==> config.mk <==
export PLATFORM = sky130hd
export DESIGN_NAME = alu_seq_arbiter
export DESIGN_NICKNAME = d
export VERILOG_FILES = /design/src/rtl/alu_seq_pkg.sv /design/src/rtl/alu_seq_arbiter_rr_arb2.sv /design/src/rtl/alu_seq_arbiter.sv
export SDC_FILE = /design/constraint.sdc
export NUM_CORES = 1
export LEC_CHECK = 0
export ABC_AREA = 1
export CORE_MARGIN = 2
export CORE_UTILIZATION = 34
export DETAILED_ROUTE_END_ITERATION = 7
export PLACE_DENSITY = 0.66
export SLEW_MARGIN = 40
export SYNTH_ARGS = -nofsm -noshare
export SYNTH_HDL_FRONTEND = slang
export SYNTH_SLANG_ARGS = --single-unit
export TNS_END_PERCENT = 1
==> constraint.sdc <==
create_clock -name clk -period 2.6 [get_ports clk]
set_clock_uncertainty 0.05 [all_clocks]
set_input_delay 0.52 -clock clk [delete_from_list [all_inputs] [get_ports clk]]
set_output_delay 0.52 -clock clk [all_outputs]
set_load 0.01 [all_outputs]
==> src/rtl/alu_seq_pkg.sv <==
// Shared types and constants for the two-requester ALU sequencing controller.
package alu_seq_pkg;
   typedef enum logic [1:0] {IDLE, EXEC, RESP} state_e;

   localparam int DEF_DW = 3;
   localparam int DEF_CW = 3;
   localparam int DEF_RW = 6;

   localparam logic REQ0 = 1'b0;
   localparam logic REQ1 = 1'b1;
endpackage

==> src/rtl/alu_seq_arbiter_rr_arb2.sv <==
// Two-way round-robin pick; the parent owns and updates last_grant.
module rr_arb2 (
   input  logic [1:0] valid,
   input  logic       last_grant,
   output logic       grant_vld,
   output logic       grant_id
);
   assign grant_vld = |valid;
   // On contention the requester that did not win last time goes first.
   assign grant_id  = (valid == 2'b11) ? ~last_grant : valid[1];
endmodule

==> src/rtl/alu_seq_arbiter.sv <==
// Shares one combinational ALU between two requesters: arbitrate, hold operands
// for SETTLE cycles, capture the result and return it over a valid/ready port.
module alu_seq_arbiter
   import alu_seq_pkg::*;
#(
   parameter int DW     = DEF_DW,
   parameter int CW     = DEF_CW,
   parameter int RW     = DEF_RW,
   parameter int SETTLE = 1
) (
   input  logic          clk,
   input  logic          rst,
   input  logic          req0_valid,
   output logic          req0_ready,
   input  logic [DW-1:0] req0_a,
   input  logic [DW-1:0] req0_b,
   input  logic [CW-1:0] req0_op,
   input  logic          req1_valid,
   output logic          req1_ready,
   input  logic [DW-1:0] req1_a,
   input  logic [DW-1:0] req1_b,
   input  logic [CW-1:0] req1_op,
   output logic [DW-1:0] alu_a,
   output logic [DW-1:0] alu_b,
   output logic [CW-1:0] alu_ctrl,
   input  logic [RW-1:0] alu_res,
   output logic          rsp_valid,
   input  logic          rsp_ready,
   output logic          rsp_id,
   output logic [RW-1:0] rsp_data,
   output logic          busy
);
   generate
      if (SETTLE < 1 || SETTLE > 15) begin : g_bad_settle
         $error("alu_seq_arbiter: SETTLE must be in 1..15");
      end
   endgenerate

   state_e        state_q, state_d;
   logic          last_q, last_d;
   logic [3:0]    cnt_q, cnt_d;
   logic [DW-1:0] a_q, a_d, b_q, b_d;
   logic [CW-1:0] op_q, op_d;
   logic          rv_q, rv_d;
   logic          id_q, id_d;
   logic [RW-1:0] data_q, data_d;
   logic          busy_q, busy_d;

   logic grant_vld, grant_id, accept;

   rr_arb2 u_arb (
      .valid      ({req1_valid, req0_valid}),
      .last_grant (last_q),
      .grant_vld  (grant_vld),
      .grant_id   (grant_id)
   );

   // Readies stay low while rst is asserted so nothing is handed off during reset.
   assign req0_ready = !rst && (state_q == IDLE) && grant_vld && (grant_id == REQ0);
   assign req1_ready = !rst && (state_q == IDLE) && grant_vld && (grant_id == REQ1);
   assign accept     = (req0_valid && req0_ready) || (req1_valid && req1_ready);

   always_comb begin
      state_d = state_q;
      last_d  = last_q;
      cnt_d   = cnt_q;
      a_d     = a_q;
      b_d     = b_q;
      op_d    = op_q;
      rv_d    = rv_q;
      id_d    = id_q;
      data_d  = data_q;
      unique case (state_q)
         IDLE: begin
            if (accept) begin
               a_d     = (grant_id == REQ1) ? req1_a  : req0_a;
               b_d     = (grant_id == REQ1) ? req1_b  : req0_b;
               op_d    = (grant_id == REQ1) ? req1_op : req0_op;
               id_d    = grant_id;
               last_d  = grant_id;
               cnt_d   = 4'(SETTLE);
               state_d = EXEC;
            end
         end
         EXEC: begin
            cnt_d = cnt_q - 4'd1;
            if (cnt_q == 4'd1) begin
               data_d  = alu_res;
               rv_d    = 1'b1;
               state_d = RESP;
            end
         end
         RESP: begin
            if (rsp_ready) begin
               rv_d    = 1'b0;
               state_d = IDLE;
            end
         end
         default: state_d = IDLE;
      endcase
      busy_d = (state_d != IDLE);
   end

   always_ff @(posedge clk) begin
      if (rst) begin
         state_q <= IDLE;
         last_q  <= 1'b1;
         cnt_q   <= '0;
         a_q     <= '0;
         b_q     <= '0;
         op_q    <= '0;
         rv_q    <= 1'b0;
         id_q    <= 1'b0;
         data_q  <= '0;
         busy_q  <= 1'b0;
      end else begin
         state_q <= state_d;
         last_q  <= last_d;
         cnt_q   <= cnt_d;
         a_q     <= a_d;
         b_q     <= b_d;
         op_q    <= op_d;
         rv_q    <= rv_d;
         id_q    <= id_d;
         data_q  <= data_d;
         busy_q  <= busy_d;
      end
   end

   assign alu_a     = a_q;
   assign alu_b     = b_q;
   assign alu_ctrl  = op_q;
   assign rsp_valid = rv_q;
   assign rsp_id    = id_q;
   assign rsp_data  = data_q;
   assign busy      = busy_q;
endmodule

==> results of run 1 <==
==> per-stage QoR <==
stage | utilization | setup WS (ns) | area [sq um] | std cells | power (uW)
2_1_floorplan | - | 0.8843 | 1179 | 163 | 570.5
3_3_place_gp | 0.5264 | 0.03454 | 1757 | 262 | 682.6
3_5_place_dp | 0.5264 | 0.03269 | 1757 | 262 | 691.2
4_1_cts | 0.5343 | 0.01884 | 1783 | 266 | 862.1
5_1_grt | 0.5384 | 0.3443 | 1797 | 266 | 909.5
6_report | 0.5384 | 0.4352 | 1797 | 266 | 852.1
==> sequential cells by signal, summed over array words and instances (netlist names) <==
register / flops
alu_b: 3
rsp_id: 1
last_q: 1
cnt_q: 4
state_q: 2
busy: 1
alu_ctrl: 3
rsp_data: 6
rsp_valid: 1
alu_a: 3
==> cells in the mapped netlist <==
| master | count |
|---|---|
| nand3_4 | 1 |
| inv_1 | 8 |
| buf_2 | 1 |
| or2_2 | 1 |
| nand3_1 | 16 |
| dfxtp_1 | 25 |
| clkbuf_1 | 2 |
| inv_2 | 4 |
| a21oi_2 | 1 |
| o21ai_0 | 6 |
| nor2_2 | 1 |
| nand3_2 | 2 |
| nor2_8 | 1 |
| nand2_1 | 49 |
| nor2_1 | 19 |
| nor3_1 | 1 |
| nor2_4 | 2 |
| buf_6 | 2 |
| or2_0 | 1 |
| nand2_2 | 4 |
| o21ai_1 | 1 |
| a21oi_1 | 13 |
| ha_1 | 2 |
==> path summary, 6_finish.rpt <==
check | endpoint | slack [ns] | cells past startpoint
worst min register to register | alu_b[1]$_SDFFE_PP0P_ | 0.42 | 2
worst min-delay path | alu_b[1]$_SDFFE_PP0P_ | 0.42 | 2
worst max register to register | busy$_SDFF_PP0_ | 1.35 | 6
worst max-delay path | req1_ready | 0.44 | 8
==> power by group through the flow <==
stage / Clock, uW / Sequential, uW / Combinational, uW
global placement: 0 / 438 / 244
floorplan: 0 / 447 / 124
CTS: 178 / 431 / 252
global route: 194 / 436 / 279
finish: 171 / 431 / 250
detailed placement: 0 / 440 / 251
==> layout by cell type (no fill, tap or decap) <==
cell type,n
a21oi_1,13
a21oi_2,1
buf_4,9
buf_6,1
clkbuf_1,1
clkbuf_4,3
clkdlybuf4s50_1,45
dfxtp_1,25
dlymetal6s2s_1,3
ha_1,2
inv_1,8
inv_2,4
nand2_1,48
nand2_2,5
nand3_1,16
nand3_2,2
nand3_4,1
nor2_1,19
nor2_2,1
nor2_4,2
nor2_8,1
nor3_1,1
o21ai_0,6
o21ai_1,1
or2_0,1
or2_2,1
==> worst max-delay path, delay by kind of cell <==
family        cells  cell delay (ns)
simple gates      3             0.25
buf+inv           5             0.83
==> cell type report <==
| type | count | area, sq um |
|---|---|---|
| repair buffers | 58 | 566.8 |
| clock buffers | 4 | 26.28 |
| inverters | 12 | 45.04 |
| fillers | 326 | 1540 |
| flip-flops and latches | 25 | 500.5 |
| well taps | 46 | 57.56 |
| multi-input cells | 121 | 600.6 |
==> metal layers <==
metal	track usage	share of wire
met3	0.03423	0.028
met5	0	0
met4	0.05833	0.011
met1	0.1694	0.42
met2	0.2912	0.54
==> cells by family (layout without fill, tap and decap cells) <==
kind of cell / Yosys count / after routing / share of synthesized area
AO/OA/AOI/OAI: 21 / 21 / 0.09235
adder cells (fa/ha/maj): 2 / 2 / 0.02123
buffers and inverters: 17 / 74 / 0.06793
flip-flops: 25 / 25 / 0.4246
AND/OR/NAND/NOR: 98 / 98 / 0.3939
==> reports/metrics.cfg, run 1 <==
[critical_path]
endpoint_kind = output pin
critPathMaxFanout = 2
max_stage_delay_ns = 0.50
path_cells = clkdlybuf4s50_1, inv_1, nand2_2, inv_2, nor2_8, nand2_2, inv_1, dlymetal6s2s_1
start_kind = input pin
cp.required_ns = 2.03
critPathLaunch = req1_valid
r2r-start = cnt_q[1]$_SDFFE_PP0P_
critPathKind = in2out
slowest_stage = clkdlybuf4s50_1
worstPathArrival_ns = 1.59

[clock_tree]
post_cts_buffers = 0
cts_tree = yes
clk_path_buf_depth = 2
ctsResizeCount = 0
h-tree-depth = 1
clkTransAtPathRegs_ns = 0.13
worstSkewPairLatency_ns = 0.31
cts_hold_repair.buffers = 0
cts_buffers = 3
cts_sinks = 25
root_buffer = clkbuf_4

[grt]
grt_overflow = 0
grt_max_degree = 17
groute.usage.overall = 0.1559
grt_pass1_vias = 1212
antenna_found_initial = 0
grt_pass1_wl_um = 4995

[pwr]
internal_power_uw = 604.0
p_leak_uw = 0.0007949
p_per_area_nw_per_um2 = 474.3
swShare = 0.2912
seq_power_share = 0.506
p_comb_frac = 0.293
irDropWorstVdd_uv = 306.6
clkPwrFrac = 0.201
p_switching_uw = 248.2

[timing]
tightestPinTransition_ns = 0.2354
slew_headroom = 0.8429
tns_ns = 0
finalHoldViolCount = 0
rsz0062_at_grt = no
period_share = 0.8326
max_freq_mhz = 461.9
drv_slew = 0
hold_ws_ns = 0.4220
setup_violations = 0
min_period_ns = 2.165

[route]
drc = 0
firstDrtPassIters = 4
viasPerCell = 4.519
wl_per_cell_um = 10.67
drt_iter0_drc = 21
detail-route-antenna-nets = 0
wl_um = 2839
num_vias = 1202

[synth]
synth.distinct_cells = 23
syn_nets = 194
synth_seq_area_share = 0.4246
synth_seq_cells = 25
yosys_warnings = 0
yosys.area.top_type = dfxtp_1
avgSynthCellArea_sq_um = 7.231
syn_inst = 163
synth_area_leaders = dfxtp_1 (42%), nand2_1 (16%), nand3_1 (6.8%)
synth_top_area_frac = 0.4246
syn_area_sq_um = 1179

[die]
die_x_um = 62.88
rows = 21
start_util = 0.3532
die-area_sq_um = 3953
core_sq_um = 3337
die_height_um = 62.88
ioPinCount = 49

[layout]
drive_gt1_frac = 0.1409
antennaDiodeCount = 0
nNetsFinal = 252
syn_to_final_growth_pct = 52.44

[placed_design]
hpwl_um = 2305
gp_congestion = 0.7537
io_buffers = 48

[min_path]
min-delay-path-class = reg2reg
holdCritStartpoint = alu_b[1]$_SDFFE_PP0P_

[outcome]
status = finished, final reports clean

[run]
cap_viol_max_count = 0

No activity file was read; power rests on OpenSTA's default activity.
==> inputs of run 2 (changes only) <==
--- a/config.mk
+++ b/config.mk
@@ -9,7 +9,7 @@
 export CORE_MARGIN = 2
 export CORE_UTILIZATION = 34
 export DETAILED_ROUTE_END_ITERATION = 7
-export PLACE_DENSITY = 0.66
+export PLACE_DENSITY = 0.69
 export SLEW_MARGIN = 40
 export SYNTH_ARGS = -nofsm -noshare
 export SYNTH_HDL_FRONTEND = slang
==> constraint.sdc (replaced) <==
create_clock -name clk -period 1.86 [get_ports clk]
set_clock_uncertainty 0.05 [all_clocks]
set_input_delay 0.372 -clock clk [delete_from_list [all_inputs] [get_ports clk]]
set_output_delay 0.372 -clock clk [all_outputs]
set_load 0.01 [all_outputs]
==> run 2 against run 1 <==
Via count down 0.58%. Power up 41%. Wire length down 1.3%. Cell area down 0.77%. Die area unchanged. Register-to-register slack worse by 0.72 ns. Combinational power up 38%. Global-route usage about the same. Critical endpoint unchanged. Largest cell class unchanged. Highest routed layer unchanged.
==> reports/metrics.cfg, run 2 (same netlist as run 1, synthesis figures left out) <==
[critical_path]
rr_worst_depth = 5  ; -1
slowest_stage = dfxtp_1
start_kind = flip-flop
critPathLaunch = state_q[0]$_SDFF_PP0_
critPathMaxFanout = 4  ; +2
path_cells = inv_2, nand3_2, nor2_8, nand2_2, inv_1, buf_2
endpoint_kind = output pin
worstPathArrival_ns = 1.29  ; -0.30 ns
critPathKind = reg2out
max_stage_delay_ns = 0.36  ; -0.14 ns
cp.required_ns = 1.44  ; -0.59 ns
critPathTopFamily = flip-flops
rrSetupSlack_ns = 0.63  ; -0.72 ns
r2r-start = state_q[0]$_SDFF_PP0_
path_buf_inv = 3  ; -2
r2r-end = rsp_data[0]$_SDFFE_PP0P_

[pwr]
p_per_area_nw_per_um2 = 675.1  ; +42%
total_power_uw = 1204  ; +41%
p_leak_uw = 0.0007658  ; -3.7%
irDropWorstVdd_uv = 303.6  ; -0.97%

[route]
firstDrtPassIters = 4  ; unchanged
drt_iter0_drc = 44  ; +110%
viasPerCell = 4.492  ; -0.58%
detail-route-antenna-nets = 0  ; unchanged
drc = 0  ; unchanged
wl_per_cell_um = 10.53  ; -1.3%
wl_um = 2801  ; -1.3%
num_vias = 1195  ; -0.58%

[clock_tree]
worstSkewPairLatency_ns = 0.32  ; about the same
root_buffer = clkbuf_4
cts_sinks = 25  ; unchanged
cts_tree = yes
clk_path_buf_depth = 2  ; unchanged
cts_buffers = 3  ; unchanged
clkTransAtPathRegs_ns = 0.15  ; +0.02 ns
h-tree-depth = 1  ; unchanged

[timing]
max_freq_mhz = 583.6
drv_slew = 0  ; unchanged
min_period_ns = 1.714
finalHoldViolCount = 0  ; unchanged
slew_headroom = 0.8492  ; +0.006274
setup_violations = 0  ; unchanged
rsz0062_at_grt = no
tightestPinTransition_ns = 0.2260  ; -0.009399 ns
period_share = 0.9213

[layout]
nNetsFinal = 252  ; unchanged
fillers = 336  ; +3.1%
antennaDiodeCount = 0  ; unchanged
largest_reg_flops = 6  ; unchanged
drive_gt1_frac = 0.1591  ; +0.01818
final_common_cell = nand2_1
seqCellArea_sq_um = 500.5  ; unchanged
final_area_sq_um = 1783  ; -0.77%
layout_common_cells = nand2_1 (48), clkdlybuf4s50_1 (43), dfxtp_1 (25)
multi_input_area_sq_um = 600.6  ; unchanged
fin_cells = 266  ; unchanged
syn_to_final_growth_pct = 51.27

[min_path]
holdCritStartpoint = rsp_valid$_SDFFE_PP0P_
whs_path_depth = 2  ; unchanged
hold_end = rsp_valid$_SDFFE_PP0P_
min-delay-path-class = reg2reg

[placed_design]
io_buffers = 48  ; unchanged
placed_area_sq_um = 1749  ; -0.43%
gp_congestion = 0.8001  ; +6.2%
hpwl_um = 2085  ; -9.5%
post-place-cells = 261  ; -0.38%

[die]
ioPinCount = 49  ; unchanged
start_util = 0.3532  ; unchanged
die_height_um = 62.88  ; unchanged
die-area_sq_um = 3953  ; unchanged
rows = 21  ; unchanged
die_x_um = 62.88  ; unchanged
core_sq_um = 3337  ; unchanged

[grt]
grt_overflow = 0  ; unchanged
groute.usage.overall = 0.1562  ; +0.0002603
grt_pass1_wl_um = 5037  ; +0.84%
grt_max_degree = 17  ; unchanged
grt_pass1_vias = 1154  ; -4.8%
antenna_found_initial = 0  ; unchanged

[outcome]
status = finished, final reports clean

[run]
cap_viol_max_count = 0  ; unchanged

-- run 2: changes by cell type in the layout (fill, tap and decap cells not counted), sizes merged --
cell / change
dlygate4sd2: +2
dlymetal6s2s: -2
clkbuf: -1
buf: +2
clkinvlp: +1
clkdlybuf4s50: -2
-- run 2: layer usage --
metal	GRT usage	wire, um	up-vias
met5	0	0	-
met4	0.06667	27	0
met3	0.01622	62	2
met2	0.2580	1445	16
met1	0.2055	1267	544
li1	-	-	633
-- run 2: final cells by class --
class                      count  share of cell area
clock buffer                   3             0.01263
clock inverter                 1            0.004211
inverter                      12             0.02526
multi-input combinational    121              0.3368
sequential                    25              0.2807
tap                           46             0.03228
timing repair buffer          58              0.3081
-- run 2: how the worst max path moves through the flow --
stage | endpoint | slack (ns) | cells past startpoint
global route | req1_ready | 0.02 | 6
detailed placement | req1_ready | -0.43 | 8
CTS | req1_ready | 0.02 | 8
floorplan | req0_ready | 0.44 | 5
finish | req1_ready | 0.15 | 6
global placement | req1_ready | -0.42 | 8
-- run 2: report_power, final --
group | switching, uW | total, uW | leakage (uW) | internal [uW]
clock | 175 | 257 | 0.0000139 | 82.2
sequential | 25.5 | 603 | 0.000204 | 577
combinational | 165 | 344 | 0.000548 | 179
-- run 2: worst register-to-register path: cells and delay by family (launching register included) --
family | cells | cell delay [ns]
flip-flops | 1 | 0.40
AO/OA/AOI/OAI | 1 | 0.20
buffers and inverters | 1 | 0.09
AND/OR/NAND/NOR | 3 | 0.40
-- run 2: repair_timing --
action                                 in CTS  in global routing
hold buffers                                0                  0
buffers inserted                            0                  1
pin swaps                                   1                  1
cloned                                      0                  0
setup endpoints to repair                   2                  1
endpoints found under the hold margin       0                  0
gates resized for setup                    12                  2
-- run 2: per-stage QoR --
stage                     utilization  setup TNS [ns]  worst slack, ns  hold WS [ns]
after detailed placement       0.5242         -0.7733          -0.4308        0.4055
after CTS                      0.5313               0          0.01592        0.4246
after floorplan                     -               0           0.4403        0.4088
after global placement         0.5242         -0.7467          -0.4155        0.4027
after global routing           0.5343               0          0.01793        0.4379
final                          0.5343               0           0.1464        0.4216
==> inputs of run 3 (changes only) <==
--- a/config.mk
+++ b/config.mk
@@ -7,9 +7,9 @@
 export LEC_CHECK = 0
 export ABC_AREA = 1
 export CORE_MARGIN = 2
-export CORE_UTILIZATION = 34
+export CORE_UTILIZATION = 38
 export DETAILED_ROUTE_END_ITERATION = 7
-export PLACE_DENSITY = 0.69
+export PLACE_DENSITY = 0.75
 export SLEW_MARGIN = 40
 export SYNTH_ARGS = -nofsm -noshare
 export SYNTH_HDL_FRONTEND = slang
==> run 3 against run 2 <==
Register-to-register slack hardly changed. Hold slack got worse by 0.0010 ns. Core utilization grew 5.4 points. Power is 0.68% lower. Cell count down 4.9%. Die area decreased by 9.9%.
==> reports/metrics.cfg, run 3 (same netlist as run 1, synthesis figures left out) <==
[outcome]
status = finished, final reports clean

[route]
firstDrtPassIters = 4  ; unchanged
wl_per_cell_um = 10.71  ; +1.7%
num_vias = 1159  ; -3.0%
wl_um = 2709  ; -3.3%
drt_iter0_drc = 31  ; -30%
viasPerCell = 4.581  ; +2.0%
detail-route-antenna-nets = 0  ; unchanged
drc = 0  ; unchanged

[die]
rows = 20  ; -4.8%
core_sq_um = 3003  ; -10%
ioPinCount = 49  ; unchanged
start_util = 0.3925  ; +0.03929
die_x_um = 59.69  ; -5.1%
die_height_um = 59.69  ; -5.1%
die-area_sq_um = 3563  ; -9.9%

[clock_tree]
h-tree-depth = 1  ; unchanged
cts_sinks = 25  ; unchanged
cts_buffers = 3  ; unchanged
root_buffer = clkbuf_4
clkTransAtPathRegs_ns = 0.15  ; about the same
cts_tree = yes
worstSkewPairLatency_ns = 0.32  ; about the same
clk_path_buf_depth = 2  ; unchanged

[critical_path]
start_kind = flip-flop
slowest_stage = dfxtp_1
endpoint_kind = output pin
cp.required_ns = 1.44  ; about the same
critPathMaxFanout = 4  ; unchanged
critPathLaunch = state_q[0]$_SDFF_PP0_
max_stage_delay_ns = 0.37  ; about the same
r2r-start = state_q[0]$_SDFF_PP0_
path_cells = inv_2, nand3_2, nor2_8, nand2_2, inv_1, buf_2
critPathKind = reg2out
worstPathArrival_ns = 1.27  ; -0.02 ns

[pwr]
p_leak_uw = 0.0007678  ; +0.26%
total_power_uw = 1195  ; -0.68%
p_per_area_nw_per_um2 = 676.6  ; +0.23%
irDropWorstVdd_uv = 435.0  ; +43%

[layout]
layout_common_cells = nand2_1 (48), clkdlybuf4s50_1 (43), dfxtp_1 (25)
syn_to_final_growth_pct = 49.89
antennaDiodeCount = 0  ; unchanged
nNetsFinal = 252  ; unchanged
drive_gt1_frac = 0.1545  ; -0.004545
largest_reg_flops = 6  ; unchanged
fin_cells = 253  ; -4.9%
final_common_cell = nand2_1
fillers = 285  ; -15%

[timing]
tns_ns = 0  ; unchanged
tightestPinTransition_ns = 0.2239  ; -0.002049 ns
slew_headroom = 0.8505  ; +0.001368
fin_ws_ns = 0.1646  ; +0.01819 ns
period_share = 0.9115  ; -0.009778
setup_violations = 0  ; unchanged
hold_ws_ns = 0.4205  ; -0.001043 ns
max_freq_mhz = 589.8  ; +1.1%
rsz0062_at_grt = no
drv_slew = 0  ; unchanged
min_period_ns = 1.695  ; -0.01819 ns
finalHoldViolCount = 0  ; unchanged

[placed_design]
gp_congestion = 0.8413  ; +5.1%
hpwl_um = 2101  ; +0.77%
pre_cts_ws_ns = -0.3972  ; +0.03356 ns
io_buffers = 48  ; unchanged
post-place-cells = 249  ; -4.6%

[grt]
grt_pass1_vias = 1029  ; -11%
grt_pass1_wl_um = 4326  ; -14%
antenna_found_initial = 0  ; unchanged
groute.usage.overall = 0.1580  ; +0.001787
grt_max_degree = 17  ; unchanged
grt_overflow = 0  ; unchanged

[min_path]
min-delay-path-class = reg2reg
holdCritStartpoint = alu_a[2]$_SDFFE_PP0P_

[run]
cap_viol_max_count = 0  ; unchanged

-- run 3: repair_timing --
| action | in CTS | in global routing |
|---|---|---|
| endpoints found under the setup margin | 2 | 2 |
| resized for setup | 12 | 1 |
| pin swaps | 1 | 1 |
| hold buffers | 0 | 0 |
| buffers inserted | 0 | 0 |
-- run 3: layer usage --
metal	GRT usage	up-vias	share of wire
met3	0.01948	2	0.030
met5	0	-	0
li1	-	629	-
met4	0.04762	0	0.0096
met1	0.2056	510	0.46
met2	0.2717	18	0.50
-- run 3: final cells by class --
cell class,instances,area [sq um],share of cell area
Clock buffer,3,22.52,0.01275
Timing Repair Buffer,58,549.3,0.3109
Clock inverter,1,7.507,0.004249
Tap cell,33,41.29,0.02337
Sequential cell,25,500.5,0.2833
Inverter,12,45.04,0.02550
Multi-Input combinational cell,121,600.6,0.3399
-- run 3: worst paths after layout --
check / end / cells past startpoint / slack, ns
max: req1_ready / 6 / 0.16
min: alu_a[2]$_SDFFE_PP0P_ / 2 / 0.42
min reg2reg: alu_a[2]$_SDFFE_PP0P_ / 2 / 0.42
max reg2reg: rsp_data[2]$_SDFFE_PP0P_ / 5 / 0.62
-- run 3: per-stage QoR --
| step | utilization | instance area [sq um] |
|---|---|---|
| floorplan | - | 1179 |
| global placement | 0.5796 | 1740 |
| detailed placement | 0.5796 | 1740 |
| CTS | 0.5875 | 1764 |
| global route | 0.5883 | 1767 |
| finish | 0.5883 | 1767 |
-- run 3: power breakdown --
part	internal [uW]	switching, uW	leakage, uW
clock	82.0	170	0.0000139
sequential	577	25.1	0.000204
combinational	179	162	0.000550
-- run 3: worst max-delay path, delay by kind of cell, from the launching register on --
family	cells	cell delay [ns]
buffers and inverters	3	0.28
flip-flops	1	0.37
AND/OR/NAND/NOR	3	0.30
